`src/rtl/key_step_clkgen.sv`:
```
// key_step_clkgen: debounced pushbuttons to a glitch-free run/step processor clock.
// Define STEP_AUTOREPEAT_EN to add held-key step auto-repeat (REPEAT_CYCLES).
module key_step_clkgen #(
  parameter int DIV_W     = 24,
  parameter int DB_CYCLES = 250000,
  parameter int PULSE_W   = 8,
  parameter int CNT_W     = 32
`ifdef STEP_AUTOREPEAT_EN
  ,
  parameter int REPEAT_CYCLES = 5000000
`endif
) (
  input  logic             clk,
  input  logic             rst,
  input  logic             key_step_n,
  input  logic             key_mode_n,
  input  logic [1:0]       speed,
  output logic             cpu_clk,
  output logic             run_mode,
  output logic             step_pulse,
  output logic [CNT_W-1:0] edge_count
);

  localparam int DBW = $clog2(DB_CYCLES + 1);
  localparam int PCW = $clog2(PULSE_W + 1);
  localparam logic [DBW-1:0] DB_LAST = DBW'(DB_CYCLES - 1);
  localparam logic [PCW-1:0] P_LAST  = PCW'(PULSE_W - 1);

  typedef enum logic [1:0] {
    IDLE,
    STEP_HIGH,
    RUN,
    DRAIN
  } state_e;

  // bit 0 = step key, bit 1 = mode key
  logic [1:0]          keys;
  logic [1:0]          s1_q, s2_q, db_q, press_q;
  logic [1:0][DBW-1:0] dbc_q;

  assign keys = {key_mode_n, key_step_n};

  always_ff @(posedge clk or negedge rst) begin
    if (!rst) begin
      s1_q    <= '1;
      s2_q    <= '1;
      db_q    <= '1;
      press_q <= '0;
      dbc_q   <= '0;
    end else begin
      s1_q <= keys;
      s2_q <= s1_q;
      for (int k = 0; k < 2; k++) begin
        press_q[k] <= 1'b0;
        if (s2_q[k] == db_q[k]) begin
          dbc_q[k] <= '0;
        end else if (dbc_q[k] == DB_LAST) begin
          db_q[k]    <= s2_q[k];
          dbc_q[k]   <= '0;
          press_q[k] <= ~s2_q[k];
        end else begin
          dbc_q[k] <= dbc_q[k] + 1'b1;
        end
      end
    end
  end

  logic [DIV_W-1:0] div_q;
  logic             tap;

  always_ff @(posedge clk or negedge rst) begin
    if (!rst) div_q <= '0;
    else      div_q <= div_q + 1'b1;
  end

  always_comb begin
    tap = 1'b0;
    case (speed)
      2'd0: tap = div_q[DIV_W-1];
      2'd1: tap = div_q[DIV_W-3];
      2'd2: tap = div_q[DIV_W-5];
      2'd3: tap = div_q[DIV_W-7];
      default: tap = 1'b0;
    endcase
  end

  state_e           state_q, state_d;
  logic             cpu_q, cpu_d;
  logic             pend_q, pend_d;
  logic [PCW-1:0]   pcnt_q, pcnt_d;
  logic             run_q, sp_q;
  logic [CNT_W-1:0] ec_q;
  logic             mode_ev, step_ev;

  assign mode_ev = press_q[1];

`ifdef STEP_AUTOREPEAT_EN
  localparam int RCW = $clog2(REPEAT_CYCLES + 1);
  localparam logic [RCW-1:0] R_LAST = RCW'(REPEAT_CYCLES - 1);

  logic [RCW-1:0] rcnt_q;
  logic           rdue_q;
  logic           rpt_zone;

  assign rpt_zone = (state_q == IDLE) || (state_q == STEP_HIGH);
  // a repeat that falls due during the high phase waits for IDLE
  assign step_ev  = press_q[0] | (rdue_q & (state_q == IDLE));

  always_ff @(posedge clk or negedge rst) begin
    if (!rst) begin
      rcnt_q <= '0;
      rdue_q <= 1'b0;
    end else if (db_q[0] || !rpt_zone || step_ev) begin
      rcnt_q <= '0;
      rdue_q <= 1'b0;
    end else if (!rdue_q) begin
      if (rcnt_q == R_LAST) begin
        rcnt_q <= '0;
        rdue_q <= 1'b1;
      end else begin
        rcnt_q <= rcnt_q + 1'b1;
      end
    end
  end
`else
  assign step_ev = press_q[0];
`endif

  always_comb begin
    state_d = state_q;
    cpu_d   = 1'b0;
    pend_d  = pend_q;
    pcnt_d  = pcnt_q;
    unique case (state_q)
      IDLE: begin
        if (mode_ev) begin
          state_d = RUN;
        end else if (step_ev) begin
          state_d = STEP_HIGH;
          pcnt_d  = P_LAST;
          cpu_d   = 1'b1;
        end
      end
      STEP_HIGH: begin
        if (pcnt_q == '0) begin
          state_d = (pend_q | mode_ev) ? RUN : IDLE;
          pend_d  = 1'b0;
        end else begin
          pcnt_d = pcnt_q - 1'b1;
          pend_d = pend_q | mode_ev;
          cpu_d  = 1'b1;
        end
      end
      RUN: begin
        cpu_d = tap;
        if (mode_ev) begin
          if (cpu_q) begin
            state_d = DRAIN;
          end else begin
            state_d = IDLE;
            cpu_d   = 1'b0;
          end
        end
      end
      DRAIN: begin
        cpu_d = tap;
        if (!tap) state_d = IDLE;
      end
      default: state_d = IDLE;
    endcase
  end

  always_ff @(posedge clk or negedge rst) begin
    if (!rst) begin
      state_q <= IDLE;
      cpu_q   <= 1'b0;
      pend_q  <= 1'b0;
      pcnt_q  <= '0;
      run_q   <= 1'b0;
      sp_q    <= 1'b0;
      ec_q    <= '0;
    end else begin
      state_q <= state_d;
      cpu_q   <= cpu_d;
      pend_q  <= pend_d;
      pcnt_q  <= pcnt_d;
      run_q   <= (state_d == RUN);
      sp_q    <= cpu_d & ~cpu_q;
      if (cpu_d & ~cpu_q) ec_q <= ec_q + 1'b1;
    end
  end

  assign cpu_clk    = cpu_q;
  assign run_mode   = run_q;
  assign step_pulse = sp_q;
  assign edge_count = ec_q;

endmodule
```
`config.mk`:
```
export PLATFORM = sky130hd
export DESIGN_NAME = key_step_clkgen
export DESIGN_NICKNAME = d
export VERILOG_FILES = /design/src/rtl/key_step_clkgen.sv
export SDC_FILE = /design/constraint.sdc
export NUM_CORES = 1
export LEC_CHECK = 0
export CELL_PAD_IN_SITES_DETAIL_PLACEMENT = 1
export CELL_PAD_IN_SITES_GLOBAL_PLACEMENT = 2
export CORE_ASPECT_RATIO = 0.75
export CORE_UTILIZATION = 38
export CTS_CLUSTER_DIAMETER = 100
export CTS_CLUSTER_SIZE = 24
export DETAILED_ROUTE_END_ITERATION = 8
export PLACE_DENSITY_LB_ADDON = 0.05
export SLEW_MARGIN = 10
export SYNTH_ARGS = -nofsm -noshare
export SYNTH_HDL_FRONTEND = slang
export SYNTH_SLANG_ARGS = --single-unit
```
`constraint.sdc`:
```
create_clock -name clk -period 2.8 [get_ports clk]
set_input_delay 0.84 -clock clk [delete_from_list [all_inputs] [get_ports clk]]
set_output_delay 0.84 -clock clk [all_outputs]
set_load 0.1 [all_outputs]
```
* Word level (Yosys, flattened, before mapping)
Index checks and enable logic that the tools add are counted.
** Word-level totals
- Output and inout port bits :: 35
- Register bits after elaboration :: 110
** Cells by class
- Add/subtract/negate cells :: 5
- Equal/unequal tests :: 14
- Bitwise gates (word level) :: 7
- Reduce and logical (&&, ||, !) cells :: 7
- Multiplexer cells :: 28
** Operator list (number)
- 18-bit 2-to-1 mux :: 4
- 18-bit by 1-bit adder with 18-bit output, second input constant :: 2
- 18-bit == test, second input constant :: 2
- 32-bit by 1-bit adder with 32-bit output, second input constant :: 1
- 24-bit by 1-bit adder with 24-bit output, second input constant :: 1
- 2-bit 2-to-1 mux :: 7
- 4-bit 2-to-1 mux :: 3
- 2-bit == test, second input constant :: 5
- 1-bit 2-to-1 mux :: 10
- 1-bit one-hot mux with 4 select lines :: 2
- 2-bit one-hot mux with 4 select lines :: 1
- 4-bit one-hot mux with 2 select lines :: 1
- 2-bit != test, second input constant :: 3
- 1-bit inverter :: 5
- 2-bit by 1-bit == test with 1-bit output, second input constant :: 2
- 2-bit logical NOT :: 2
- 4-bit logical NOT :: 1
- 2-bit AND reduction :: 2
- 4-bit AND reduction :: 1
- 4-bit by 1-bit subtractor with 4-bit output, second input constant :: 1
- 1-bit == test :: 2
- 2-bit nonzero test :: 1
- 1-bit AND :: 1
- 1-bit bitwise OR :: 1

* Longest topological paths before layout
- Depth in word-level cells :: 6
- Mapped depth :: 8

* Worst setup path before layout
Ideal clock, no wire load.
- Path kind :: register -> register
- Start :: register ec_q[12], in the netlist edge_count[12]
- End :: register ec_q[31], in the netlist edge_count[31]
- Setup time :: 158 ps
- Clock period less this slack :: 2544 ps
- Data required time :: 2642 ps
- Data arrival time :: 2386 ps
- Cell stages (with the launch flop) :: 6
- Path buffers :: 0
- Path slack :: 256 ps
- Path through :: dfrtp_1 -> nand2_1 -> nor4_1 -> nor4b_1 -> nand4_1 -> xnor2_1
** On the way
- Longest elaborated chain between the ends :: 1
** Ends and longest elaborated chain
- start, declared :: RTL line 92 : logic [CNT_W-1:0] ec_q;
- start signal, assigned :: RTL line 189 : if (cpu_d & ~cpu_q) ec_q <= ec_q + 1'b1;
- 32-bit by 1-bit adder with 32-bit output :: RTL line 189
Every way passes these cells.
A chain may end at the register's enable or synchronous reset.

* Worst setup path after layout
- Start :: input speed[0]
- End :: register ec_q[31], in the netlist edge_count[31]
** On the way
- Longest elaborated chain between the ends :: 6
- Elaborated cells on any way between the ends :: 9
- Classes of those cells :: 3 x eq/ne; 4 x mux; 1 x bitwise; 1 x reduce/logical
** Ends and longest elaborated chain
- start, declared :: RTL line 17 : input logic [1:0] speed,
- 2-bit == test, or another cell as far along :: RTL line 78 : case (speed)
- 1-bit one-hot mux with 4 select lines * :: RTL line 78
- 1-bit 2-to-1 mux :: RTL line 157 : if (cpu_q) begin
- 1-bit 2-to-1 mux :: RTL line 156 : if (mode_ev) begin
- 1-bit one-hot mux with 4 select lines * :: RTL line 134 : unique case (state_q)
- 1-bit AND * :: RTL line 189
Mark *: on every way between the ends. The rest lies on a longest branch, timed or not.

==> summary.txt <==
status - finished clean
clk_skew - 0.009491 ns
Max FO, Critical Path - 8
yosys warns - 0
first-pass GRT wire length - 18510 um
CTS Buf Count - 9
grt ovf - 0
#FFs+latches synth - 110
Crit-path slowest cell - clkdlybuf4s50_1
synthesized area per cell - 10.93 um2
post-cts repair resize count - 0
CTS Buffer Depth - 2
port bufs - 40
R2R depth - 7
CTS clk-pin slew, worst paths - 0.07 ns
vias - 3512
die width - 134.4 um
Syn Nets - 468
max-cap check violation count - 0
TritonCTS clock tree - done
number of synthesized flops with an enable pin - 0
fill count - 1398
Slew Viols, Final - 0
die height - 101.3 um
Power Total - 2.951 mW
final hold violations - 0
worst IR drop on VDD - 0.0003386 V
hold path depth - 0
initial DRC count - 114
largest net degree at the start of global routing - 54
Ports - 41
crit share post-route - 89.64%
clock sinks - 110
Synth Instances - 457
Core Region - 12520 um2
Total GRT Usage - 17.22%
Worst-Margin Slew - 0.6784 ns
critical path type - input port to register
proportion of layout cells with a drive suffix above 1 - 15.16%
GRT met3 Usage - 4.204%
fin area - 5896 um2
R2R Path End - edge_count[3]
met2 Track Usage GR - 26.50%
n_diodes - 0
CP Data Required Time - 3.02 ns
critical path, cell by cell - clkdlybuf4s50_1 > nand2_1 > nor3_1 > o31a_1 > buf_4 > nand4_1 > xnor2_1
Critical Path Max Stage Delay - 0.54 ns
Starting Density - 39.88%
CP endpoint kind - register
power per standard cell area - 500.5 nW/um2
worst hold endpoint - s2_q[1]
initial antenna violation count - 0
Fmax - 398.4 MHz
vias in the first global route - 3620
area grow syn2layout - 18.04%
Primary FF master, synth - dfrtp_1
drt first pass iters - 4
final-report setup violation count - 0
RSZ-0062 raised after global routing - no
row cnt - 35
FF-to-FF Start - pcnt_q[0]
post-synth cell types - 43
Seq/Total Area, Yosys - 55.26%
GP Congestion - 0.7960
post-CTS setup buffer count - 0
Clk Latency, worst-skew pair - 0.34 ns
GRT Max-Usage Layer - met2
Tmin final - 2.510 ns
CP arrival - 2.73 ns
Antenna Nets Post-Route - 0
HP Class - register to register
die footprint - 13610 um2
Layout Utilization - 47.07%
worst reg-to-reg setup slack - 0.51 ns
drt drc - 0
WL/cell - 15.41 um
clock root cell - clkbuf_16
Synth Cell Area - 4995 um2
Worst setup SP type - input port
placed cell areas - 5602 um2
Slew headroom - 54.14%
final WL - 10590 um
hold buffer count at cts - 0
Vias/cell - 5.112
setup TNS - 0 ns
met1 Use GR - 24.51%
LEAKAGE - 2.696 nW
DP Wirelength - 7568 um
commonest non-fill, non-tap cell in the layout - dfrtp_1
H-tree depth - 3
# nets final - 527
ys async rst share - 100.0%
commonest cells after routing, fill and taps aside - dfrtp_1 (104), nor2_1 (67), buf_4 (46)
hold path start - s1_q[1]
==> cell type report <==
class                           instances  area, um2  area share, %
Clock buffer                           12      246.5          4.181
Timing Repair Buffer                   52      425.4          7.216
Tap cell                              166      207.7          3.523
Clock inverter                          4      47.55         0.8065
Inverter                               10      37.54         0.6367
Sequential cell                       110       2760          46.82
Multi-Input combinational cell        333       2171          36.82
==> worst max path at each step <==
stage,cells past startpoint,from,slack [ns],endpoint
after floorplan,5,edge_count[12],0.26,edge_count[31]
after global placement,6,speed[1],-0.02,edge_count[3]
after detailed placement,7,speed[1],-0.05,edge_count[16]
after CTS,7,speed[0],0.26,edge_count[31]
after global routing,7,speed[0],0.18,edge_count[31]
final,7,speed[0],0.29,edge_count[31]
==> critical path: cells and delay by family <==
kind / cells / cell delay (ns)
buf+inv: 2 / 0.76
xor+xnor: 1 / 0.17
simple gates: 3 / 0.52
compound gates: 1 / 0.43
==> flip-flops by register name, indices dropped and copies added, names as in the netlist <==
signal / cells
dbc_q: 36
edge_count: 32
div_q: 24
pcnt_q: 4
db_q: 2
press_q: 2
s1_q: 2
s2_q: 2
state_q: 2
cpu_clk: 1
pend_q: 1
run_mode: 1
step_pulse: 1
==> routing by layer <==
metal / up-vias / share of wire (%)
met3: 5 / 3.3
met5: - / 0
met4: 0 / 0.76
met1: 1776 / 51
met2: 43 / 45
li1: 1688 / -
==> report_power, final <==
part	leakage, nW	switching, mW	internal, mW
logic	1.07	0.0470	0.0185
clock network	0.143	0.560	0.717
registers	1.48	0.00844	1.60
total	2.70	0.615	2.34
==> cells by family (layout without fill, tap and decap cells) <==
| family | Yosys count | count (layout) | synth area share, % |
|---|---|---|---|
| AOI/OAI and AO/OA | 13 | 13 | 2.706 |
| muxes | 7 | 7 | 1.578 |
| and+or+nand+nor | 220 | 220 | 22.49 |
| xor gates and xnor gates | 88 | 88 | 15.43 |
| adders and majority gates | 5 | 5 | 1.253 |
| buffers and inverters | 14 | 78 | 1.278 |
| DFF | 110 | 110 | 55.26 |
==> synth_stat cells (5+ instances only) <==
cell type / count / area (um2)
dfrtp_1: 104 / 2603
nor2_1: 67 / 251.5
xnor2_1: 45 / 394.1
xor2_1: 43 / 376.6
nand2_1: 34 / 127.6
nand3_1: 32 / 160.2
nand4_1: 30 / 187.7
and3_1: 15 / 93.84
inv_1: 10 / 37.54
nor3_1: 10 / 50.05
dfstp_2: 6 / 157.7
ha_1: 5 / 62.56
nor4_1: 5 / 31.28
==> through the flow <==
step	setup WS, ns	std cells	hold WS [ns]
6_report	0.2901	687	0.3562
5_1_grt	0.1782	687	0.3607
4_1_cts	0.2557	687	0.3576
3_5_place_dp	-0.05317	671	0.3472
3_3_place_gp	-0.02156	671	0.3454
2_1_floorplan	0.2564	457	0.3452
(Power assumes the default switching activity.)
